--- config.mk ---
export PLATFORM = sky130hd
export DESIGN_NAME = serial_addsub
export DESIGN_NICKNAME = d
export VERILOG_FILES = /design/src/rtl/serial_addsub.sv
export SDC_FILE = /design/constraint.sdc
export NUM_CORES = 1
export LEC_CHECK = 0
export CAP_MARGIN = 25
export CELL_PAD_IN_SITES_DETAIL_PLACEMENT = 1
export CELL_PAD_IN_SITES_GLOBAL_PLACEMENT = 1
export CORE_MARGIN = 3
export CORE_UTILIZATION = 35
export DETAILED_ROUTE_END_ITERATION = 7
export PLACE_DENSITY = 0.72
export SLEW_MARGIN = 20
export SYNTH_ARGS = -nofsm -noshare
export SYNTH_HDL_FRONTEND = slang
export SYNTH_SLANG_ARGS = --single-unit
--- constraint.sdc ---
create_clock -name clk -period 1.45 [get_ports clk]
set_input_delay 0.29 -clock clk [delete_from_list [all_inputs] [get_ports clk]]
set_output_delay 0.29 -clock clk [all_outputs]
set_load 0.05 [all_outputs]
--- src/rtl/serial_addsub.sv ---
// Digit-serial adder/subtractor: DIGIT bits per cycle over WIDTH-bit operands,
// with valid/ready handshakes on command and result sides.
module serial_addsub #(
  parameter int WIDTH = 8,
  parameter int DIGIT = 1
) (
  input  logic             clk,
  input  logic             rst,
  input  logic             start_valid,
  output logic             start_ready,
  input  logic [WIDTH-1:0] a,
  input  logic [WIDTH-1:0] b,
  input  logic             sub,
  output logic [WIDTH-1:0] out,
  output logic             cout,
  output logic             ovf,
  output logic             done_valid,
  input  logic             done_ready,
  output logic             busy
);
  localparam int NSTEPS = WIDTH / DIGIT;
  localparam int CW     = $clog2(NSTEPS) + 1;

  if (WIDTH < 2 || DIGIT < 1 || (WIDTH % DIGIT) != 0) begin : g_bad_params
    $error("serial_addsub: WIDTH must be >= 2 and a multiple of DIGIT");
  end

  typedef enum logic [1:0] {S_IDLE, S_RUN, S_DONE} state_t;

  state_t           r_state, w_state_nxt;
  logic [WIDTH-1:0] r_a, r_b, r_out;
  logic             r_carry, r_a_msb, r_b_msb, r_cout, r_ovf;
  logic [CW-1:0]    r_count;
  logic [DIGIT:0]   w_sum;
  logic [WIDTH-1:0] w_out_nxt;
  logic             w_last;

  assign w_sum  = {1'b0, r_a[DIGIT-1:0]} + {1'b0, r_b[DIGIT-1:0]} + {{DIGIT{1'b0}}, r_carry};
  assign w_last = (r_count == CW'(NSTEPS - 1));

  // New digit enters at the MSB end so the result lands LSB-aligned after NSTEPS shifts.
  if (DIGIT == WIDTH) begin : g_one_step
    assign w_out_nxt = w_sum[DIGIT-1:0];
  end else begin : g_multi_step
    assign w_out_nxt = {w_sum[DIGIT-1:0], r_out[WIDTH-1:DIGIT]};
  end

  always_ff @(posedge clk or posedge rst) begin
    if (rst) r_state <= S_IDLE;
    else     r_state <= w_state_nxt;
  end

  always_comb begin
    w_state_nxt = r_state;
    case (r_state)
      S_IDLE:  if (start_valid) w_state_nxt = S_RUN;
      S_RUN:   if (w_last)      w_state_nxt = S_DONE;
      S_DONE:  if (done_ready)  w_state_nxt = S_IDLE;
      default:                  w_state_nxt = S_IDLE;
    endcase
  end

  always_ff @(posedge clk or posedge rst) begin
    if (rst) begin
      r_a     <= '0;
      r_b     <= '0;
      r_out   <= '0;
      r_carry <= 1'b0;
      r_a_msb <= 1'b0;
      r_b_msb <= 1'b0;
      r_cout  <= 1'b0;
      r_ovf   <= 1'b0;
      r_count <= '0;
    end else begin
      case (r_state)
        S_IDLE: if (start_valid) begin
          r_a     <= a;
          r_b     <= sub ? ~b : b;
          r_carry <= sub;
          r_count <= '0;
          r_out   <= '0;
          r_cout  <= 1'b0;
          r_ovf   <= 1'b0;
          r_a_msb <= a[WIDTH-1];
          r_b_msb <= sub ? ~b[WIDTH-1] : b[WIDTH-1];
        end
        S_RUN: begin
          r_out   <= w_out_nxt;
          r_a     <= r_a >> DIGIT;
          r_b     <= r_b >> DIGIT;
          r_carry <= w_sum[DIGIT];
          r_count <= r_count + CW'(1);
          if (w_last) begin
            r_cout <= w_sum[DIGIT];
            r_ovf  <= (r_a_msb == r_b_msb) && (w_sum[DIGIT-1] != r_a_msb);
          end
        end
        default: ;
      endcase
    end
  end

  assign out         = r_out;
  assign cout        = r_cout;
  assign ovf         = r_ovf;
  assign start_ready = (r_state == S_IDLE);
  assign done_valid  = (r_state == S_DONE);
  assign busy        = (r_state != S_IDLE);
endmodule

* Word level (Yosys, flattened, before mapping)
Cells that the tools add are included.
Word-level totals: register bits after elaboration 35, latch bits 0, RAM bits 0, bits in read-only memories 0, input bits 21, output and inout bits 13, word-level logic and storage cells 52, memories 0
Cells by class: add/subtract/negate cells 3, $mul 0, divide/modulo/power cells 0, order comparisons 0, equal/unequal tests 8, shift-type cells 0, multiplexer cells 21, bitwise gates (word level) 2, reductions and logical operators 8
Operators by type and width (number):
- 8-bit case mux with 2 select lines | 3
- 8-bit 2-to-1 mux | 4
- 8-bit NOT | 1
- 4-bit case mux with 2 select lines | 1
- 2-bit 2-to-1 mux | 3
- 1-bit case mux with 2 select lines | 3
- 2-bit case mux with 3 select lines | 1
- 3-bit AND reduction | 2
- 1-bit 2-to-1 mux | 5
- 4-bit by 1-bit adder with 4-bit output (second input constant) | 1
- 4-bit by 3-bit equality test with 1-bit output (second input constant) | 1
- 4-bit 2-to-1 mux | 1
- 2-bit != test (second input constant) | 2
- 2-bit AND reduction | 2
- 2-bit nonzero test | 2
- 1-bit by 1-bit adder with 2-bit output | 1
- 2-bit by 1-bit adder with 2-bit output | 1
- 2-bit by 1-bit equality test with 1-bit output (second input constant) | 1
- 2-bit equality test (second input constant) | 1
- 2-bit logical NOT | 1
- 2-bit by 1-bit != test with 1-bit output (second input constant) | 1
- 1-bit equality test | 1
- 1-bit logical AND | 1
- 1-bit != test | 1
- 1-bit NOT | 1

* Logic depth before layout (Yosys ltp)
Gate-level depths: netlist (run 1).
depth after elaboration 6, mapped depth 6, depth with buffers taken out 5

* Worst setup path before layout (run 1)
OpenSTA, ideal clock, no wires.
kind register -> register, start register r_state[1], end register r_b[7], library setup time 0.116 ns, arrival time 1.549 ns, data required time 1.334 ns, slack -0.215 ns, cell stages (with the launch flop) 6, buffers on the path 1, clock period less this slack 1.665 ns, cells stage by stage dfrtp_1 -> buf_2 -> or2_2 -> inv_1 -> nand3_1 -> o311ai_0
On the way: cells in the longest elaborated chain, start to end 3, elaborated cells between the ends (all ways) 6
RTL lines:
- from (decl) | line 30 | state_t r_state, w_state_nxt;
- from (signal assigned) | line 50 | else r_state <= w_state_nxt;
- 2-bit logical NOT (*)
- net start_ready | line 10 | output logic start_ready,
- 2-bit != test (no line) / 2-bit nonzero test (equally long branches)
- 2-bit AND reduction (no line)
- to (signal assigned) | line 78 | r_b <= sub ? ~b : b;
- to (signal assigned) | line 90 | r_b <= r_b >> DIGIT;
- to (decl) | line 31 | logic [WIDTH-1:0] r_a, r_b, r_out;
The timed path passes the listed nets; every way through them passes the cells marked *. A chain may end at the register's enable or synchronous reset.

* Worst setup path in the final report (run 1)
start register r_state[1], end output start_ready
On the way: cells in the longest elaborated chain, start to end 1
RTL lines:
- 2-bit logical NOT | line 106 | assign start_ready = (r_state == S_IDLE);
- to (decl) | line 10
Every way passes these cells.

==> out/metrics.cfg, run 1 <==
[critical_path]
crit_start = r_state[1]$_DFFE_PP0P_
path_cells = or2_4 > clkinvlp_4 > buf_12
reg2reg_from = r_b[0]$_DFFE_PP0P_
cp.arrival_ns = 1.24
required_ns = 1.16
start_kind = register
cp_max_fo = 7
path_class = register to primary output
critPathMaxStageDelay_ns = 0.46
crit_family = flip-flops
cp-end-kind = primary output
r2r_slack_ns = -0.02
worst-path-stages = 3
rr_worst_depth = 5
cp_slowest_cell = dfrtp_2
critPathCapture = start_ready
r2r_end = ovf$_DFFE_PP0P_
path_buf_inv = 2

[timing]
finalCritPeriodShare = 1.06
final_hold_viol_count = 0
finalHoldWorstSlack_ns = 0.355
relSlewSlack = 0.785
slew_viol_final = 0
fin_skew_ns = 0.00236
fin_tns_setup_ns = -0.138
worst_slack_ns = -0.0828
fmax_ghz = 0.652
setup_viol = 7
worstMarginPinSlew_ns = 0.318
min_period_ns = 1.53
grt_setup_unrepaired = yes

[finish]
layoutNonFillerInstCount = 259
area_growth_pct = 46.7
nNetsFinal = 229
nFillCells = 477
final-seq-area_um2 = 877
layout_common_cells = dfrtp_1, clkdlybuf4s50_1, nand2_1, buf_12, buf_4
drive_gt1_frac = 0.256
final_common_cell = dfrtp_1
multi_input_area_um2 = 716
n_antenna_cell = 0

[placed_design]
numPlacedInstances = 244
gp_congestion = 0.740
dpl.hpwl_um = 3090
io_buffers = 33

[grt]
grt_pass1_vias = 1520
grt_max_degree = 36
grt_overflow = 0
antenna_found_initial = 0
grtUsageTotal = 0.175
grt_pass1_wl_um = 7410

[logic_synthesis]
yosysWarningCount = 0
synthCells = 158
synth-edff-count = 0
synth-seq-area-share = 0.519
syn-num-nets = 181
synth_flop_cell = dfrtp_1
synthesis.area_um2 = 1690
synth_cell_types = 37
async_flop_share = 1.00
ys_ff_latch = 35
synth_area_per_cell_um2 = 10.7

[run]
cap_violations = 0

[clock_network]
cts_htree_levels = 2
clkTransAtPathRegs_ns = 0.07
root_buffer = clkbuf_8
cts.path.max_buffers = 2
hold_buffers = 0
cts_sinks = 35
clock_latency_ns = 0.29
cts_inserted_buffers = 5
cts_tree = yes

[floorplan]
die_w_um = 75.5
io_pins = 34
rows = 24
initial_utilization = 0.375
die_y_um = 75.5
dieArea_um2 = 5700
coreArea_um2 = 4500

[hold_path]
hp-class = primary input to asynchronous set/reset pin

[run_status]
violations = setup timing
outcome = complete, but fails checks

[detailed_routing]
routed_wl_um = 4470
detail-route-antenna-nets = 0
drt-initial-drc-count = 53
drt-vias-per-instance = 5.44
wire_per_inst_um = 17.2
first_pass_iters = 4
drc = 0
num_vias = 1409

[pwr]
total_power_w = 0.00537
p_leak_nw = 1.07
ir_drop_mv = 0.779
power_density_nw_per_um2 = 2170

[stage by stage]
stage	cell area (um^2)	util	setup WS [ns]
5_1_grt	2480	0.550	-0.119
6_report	2480	0.550	-0.0828
2_1_floorplan	1700	-	-0.00733
4_1_cts	2440	0.543	-0.0865
3_5_place_dp	2300	0.510	-0.263
3_3_place_gp	2300	0.510	-0.222
[worst min-delay path by stage]
stage          depth (start not counted)  slack (ns)                      to                start
2_1_floorplan                          1        0.38  r_state[1]$_DFFE_PP0P_           done_ready
5_1_grt                                3        0.37      out[5]$_DFFE_PP0P_                  rst
4_1_cts                                3        0.36      out[5]$_DFFE_PP0P_                  rst
3_5_place_dp                           2        0.47      r_a[0]$_DFFE_PP0P_   r_a[0]$_DFFE_PP0P_
3_3_place_gp                           2        0.46     r_carry$_DFFE_PP0P_  r_carry$_DFFE_PP0P_
6_report                               3        0.35      out[6]$_DFFE_PP0P_                  rst
[power by group]
part | switching (W) | internal, W
logic | 0.00145 | 0.00142
clock network | 0.000348 | 0.000434
registers | 0.000333 | 0.00138
[layout make-up]
cell class,count,share of cell area
flip-flops and latches,35,0.354
multi-input cells,97,0.289
repair buffers,54,0.268
clock buffers,8,0.0404
well taps,52,0.0262
inverters,13,0.0232
[logic make-up (layout without fill, tap and decap cells)]
group | count (synthesis) | after routing | synth area share
AOI/OAI and AO/OA | 45 | 45 | 0.197
DFF | 35 | 35 | 0.519
and+or+nand+nor | 33 | 33 | 0.0963
buffers and inverters | 26 | 75 | 0.0718
xor gates and xnor gates | 9 | 9 | 0.0467
muxes | 8 | 8 | 0.0504
adders and majority gates | 2 | 2 | 0.0193
[worst register-to-register path, cell delays in order, from the launching register on]
cell       delay, ns
dfrtp_1         0.41
inv_2           0.08
fa_2            0.47
nor3_1          0.23
nor2_2          0.08
o2bb2ai_1       0.13
[layer usage]
layer  global-route usage  up-vias  part of all wire
li1                     -      651                 -
met1                0.231      721              0.46
met2                0.279       32              0.49
met3               0.0488        5             0.045
met4               0.0524        0             0.011
met5                    0        -                 0
[state kept, by name, summed over array words and instances (netlist names)]
signal,count
r_state,2
r_count,4
ovf,1
r_carry,1
r_a_msb,1
r_a,8
cout,1
r_b_msb,1
r_b,8
out,8
[timing repair]
| action | CTS | global route |
|---|---|---|
| hold endpoints to repair | 0 | 0 |
| cloned | 0 | 0 |
| pin swaps | 2 | 4 |
| resized for setup | 6 | 5 |
| setup buffers | 4 | 3 |
| setup endpoints to repair | 5 | 14 |
[synth_stat cells (all sizes together), types with 2 or more instances]
master,count,share of area
dfrtp,35,0.52
nand2,17,0.038
o21ai,15,0.044
inv,12,0.027
buf,9,0.034
a22o,8,0.041
mux2i,7,0.041
xnor2,7,0.036
o221ai,6,0.031
o32a,6,0.036
clkbuf,4,0.0089
nand3,2,0.0059
nor2,2,0.0044
nor2b,2,0.0074
nor3b,2,0.0089
o21bai,2,0.0089
o2bb2ai,2,0.010
or2,2,0.0074
xor2,2,0.010
Note: power is estimated with default switching activity, not from simulation.
==> run 2: changes to the inputs <==
Settings changed: GPL_ROUTABILITY_DRIVEN from default to 0.
==> results of run 2 <==
No change in the layout: final DEF, timing and power equal those of run 1.
==> run 3: changes to the inputs <==
Settings changed: SKIP_CTS_REPAIR_TIMING from default to 1, SLEW_MARGIN 20 to 25.
==> run 3 against run 2 <==
  * The run still ends with setup timing left
  * Combinational power shrank 4%
  * Power shrank 2.2%
  * Sequential share of layout area increased by 0.45 points
  * Clock power is essentially flat
  * Sequential cell count unchanged
  * Sequential power about the same
  * Worst setup slack lost 0.0013 ns
  * Final cell count decreased by 1.5%
  * Die area stayed put
  * Critical path depth is the same
  * Global-route usage fell by 0.25 points
==> out/metrics.cfg, run 3 (same netlist as run 1, synthesis figures left out) <==
[run_status]
outcome = complete, but fails checks
violations = setup timing

[clock_network]
clkTransAtPathRegs_ns = 0.07  ; about the same
cts.path.max_buffers = 2  ; unchanged
root_buffer = clkbuf_8
cts_sinks = 35  ; unchanged
cts_htree_levels = 2  ; unchanged
cts_inserted_buffers = 5  ; unchanged
clock_latency_ns = 0.28  ; about the same
cts_tree = yes

[timing]
fin_tns_setup_ns = -0.176  ; -0.0386 ns
relSlewSlack = 0.786  ; about the same
grt_setup_unrepaired = yes
finalHoldWorstSlack_ns = 0.355  ; +0.000362 ns
finalCritPeriodShare = 1.06  ; about the same
worstMarginPinSlew_ns = 0.317  ; -0.000922 ns
slew_viol_final = 0  ; unchanged
min_period_ns = 1.53  ; +0.00132 ns
setup_viol = 8  ; +1
fin_skew_ns = 0.00231  ; -0.0000441 ns
fmax_ghz = 0.652  ; about the same
worst_slack_ns = -0.0841  ; -0.00132 ns
final_hold_viol_count = 0  ; unchanged

[finish]
n_antenna_cell = 0  ; unchanged
final-seq-area_um2 = 877  ; unchanged
nNetsFinal = 225  ; -1.7%
final_common_cell = dfrtp_1
layout_common_cells = dfrtp_1, clkdlybuf4s50_1, nand2_1, buf_12, o21ai_0
multi_input_area_um2 = 716  ; unchanged
drive_gt1_frac = 0.246  ; -0.00973
post-route-util = 0.543  ; -0.00695
area_growth_pct = 44.9
nFillCells = 470  ; -1.5%

[critical_path]
cp_max_fo = 7  ; unchanged
path_cells = or2_4 > clkinvlp_4 > buf_12
path_class = register to primary output
rr_worst_depth = 4  ; -1
start_kind = register
r2r_slack_ns = 0.01  ; +0.03 ns
r2r_end = r_b[3]$_DFFE_PP0P_
cp.arrival_ns = 1.24  ; about the same
cp-end-kind = primary output
reg2reg_from = r_state[1]$_DFFE_PP0P_
cp_slowest_cell = dfrtp_2
required_ns = 1.16  ; about the same
critPathMaxStageDelay_ns = 0.46  ; about the same

[floorplan]
dieArea_um2 = 5700  ; unchanged
die_y_um = 75.5  ; unchanged
initial_utilization = 0.375  ; unchanged
die_w_um = 75.5  ; unchanged
coreArea_um2 = 4500  ; unchanged
io_pins = 34  ; unchanged
rows = 24  ; unchanged

[detailed_routing]
drt-vias-per-instance = 5.44  ; about the same
routed_wl_um = 4330  ; -3.1%
wire_per_inst_um = 17.0  ; -1.6%
drt-initial-drc-count = 39  ; -26%
drc = 0  ; unchanged
first_pass_iters = 4  ; unchanged
detail-route-antenna-nets = 0  ; unchanged
num_vias = 1386  ; -1.6%

[hold_path]
hp-class = primary input to asynchronous set/reset pin

[grt]
grt_overflow = 0  ; unchanged
grt_max_degree = 36  ; unchanged
antenna_found_initial = 0  ; unchanged
grt_pass1_vias = 1494  ; -1.7%
grt_pass1_wl_um = 7290  ; -1.6%
grtUsageTotal = 0.172  ; -0.00248

[pwr]
ir_drop_mv = 0.781  ; +0.31%
power_density_nw_per_um2 = 2150  ; -0.94%
p_leak_nw = 1.05  ; -2.1%
total_power_w = 0.00525  ; -2.2%

[placed_design]
dpl.hpwl_um = 3090  ; unchanged
dpl_worst_slack_ns = -0.263  ; unchanged
io_buffers = 33  ; unchanged

[run]
cap_violations = 0  ; unchanged

run 3: worst max-delay path by stage:
stage / start / endpoint / slack (ns) / cells after the start
floorplan: r_state[1]$_DFFE_PP0P_ / r_b[7]$_DFFE_PP0P_ / -0.007 / 5
global placement: start_valid / r_b[2]$_DFFE_PP0P_ / -0.22 / 5
detailed placement: start_valid / r_b[4]$_DFFE_PP0P_ / -0.26 / 5
CTS: r_state[1]$_DFFE_PP0P_ / done_valid / -0.15 / 4
global route: r_state[1]$_DFFE_PP0P_ / start_ready / -0.13 / 3
finish: r_state[1]$_DFFE_PP0P_ / start_ready / -0.08 / 3
run 3: report_power, final:
group	switching, W	leakage, nW	internal, W
combinational	0.00141	0.552	0.00134
clock	0.000345	0.0515	0.000434
sequential	0.000333	0.448	0.00138
run 3: worst max-delay path: cells and delay by family, from the launching register on:
family	cells	cell delay [ns]
flops	1	0.46
simple gates	1	0.27
buf+inv	2	0.23
run 3: final cells by class:
class | instances | share of cell area
well taps | 52 | 0.0266
inverters | 13 | 0.0230
repair buffers | 50 | 0.259
flip-flops and latches | 35 | 0.358
multi-input cells | 97 | 0.292
clock buffers | 8 | 0.0409
run 3: per-stage QoR:
stage          area, um^2  instances
6_report             2450        255
5_1_grt              2450        255
4_1_cts              2400        252
3_5_place_dp         2300        244
3_3_place_gp         2300        244
2_1_floorplan        1700        158
run 3: layer usage:
metal / vias to the layer above / track usage / wire, um
met4: 0 / 0.0524 / 49
met5: - / 0 / 0
met2: 36 / 0.272 / 2160
li1: 642 / - / -
met1: 703 / 0.230 / 1920
met3: 5 / 0.0488 / 199
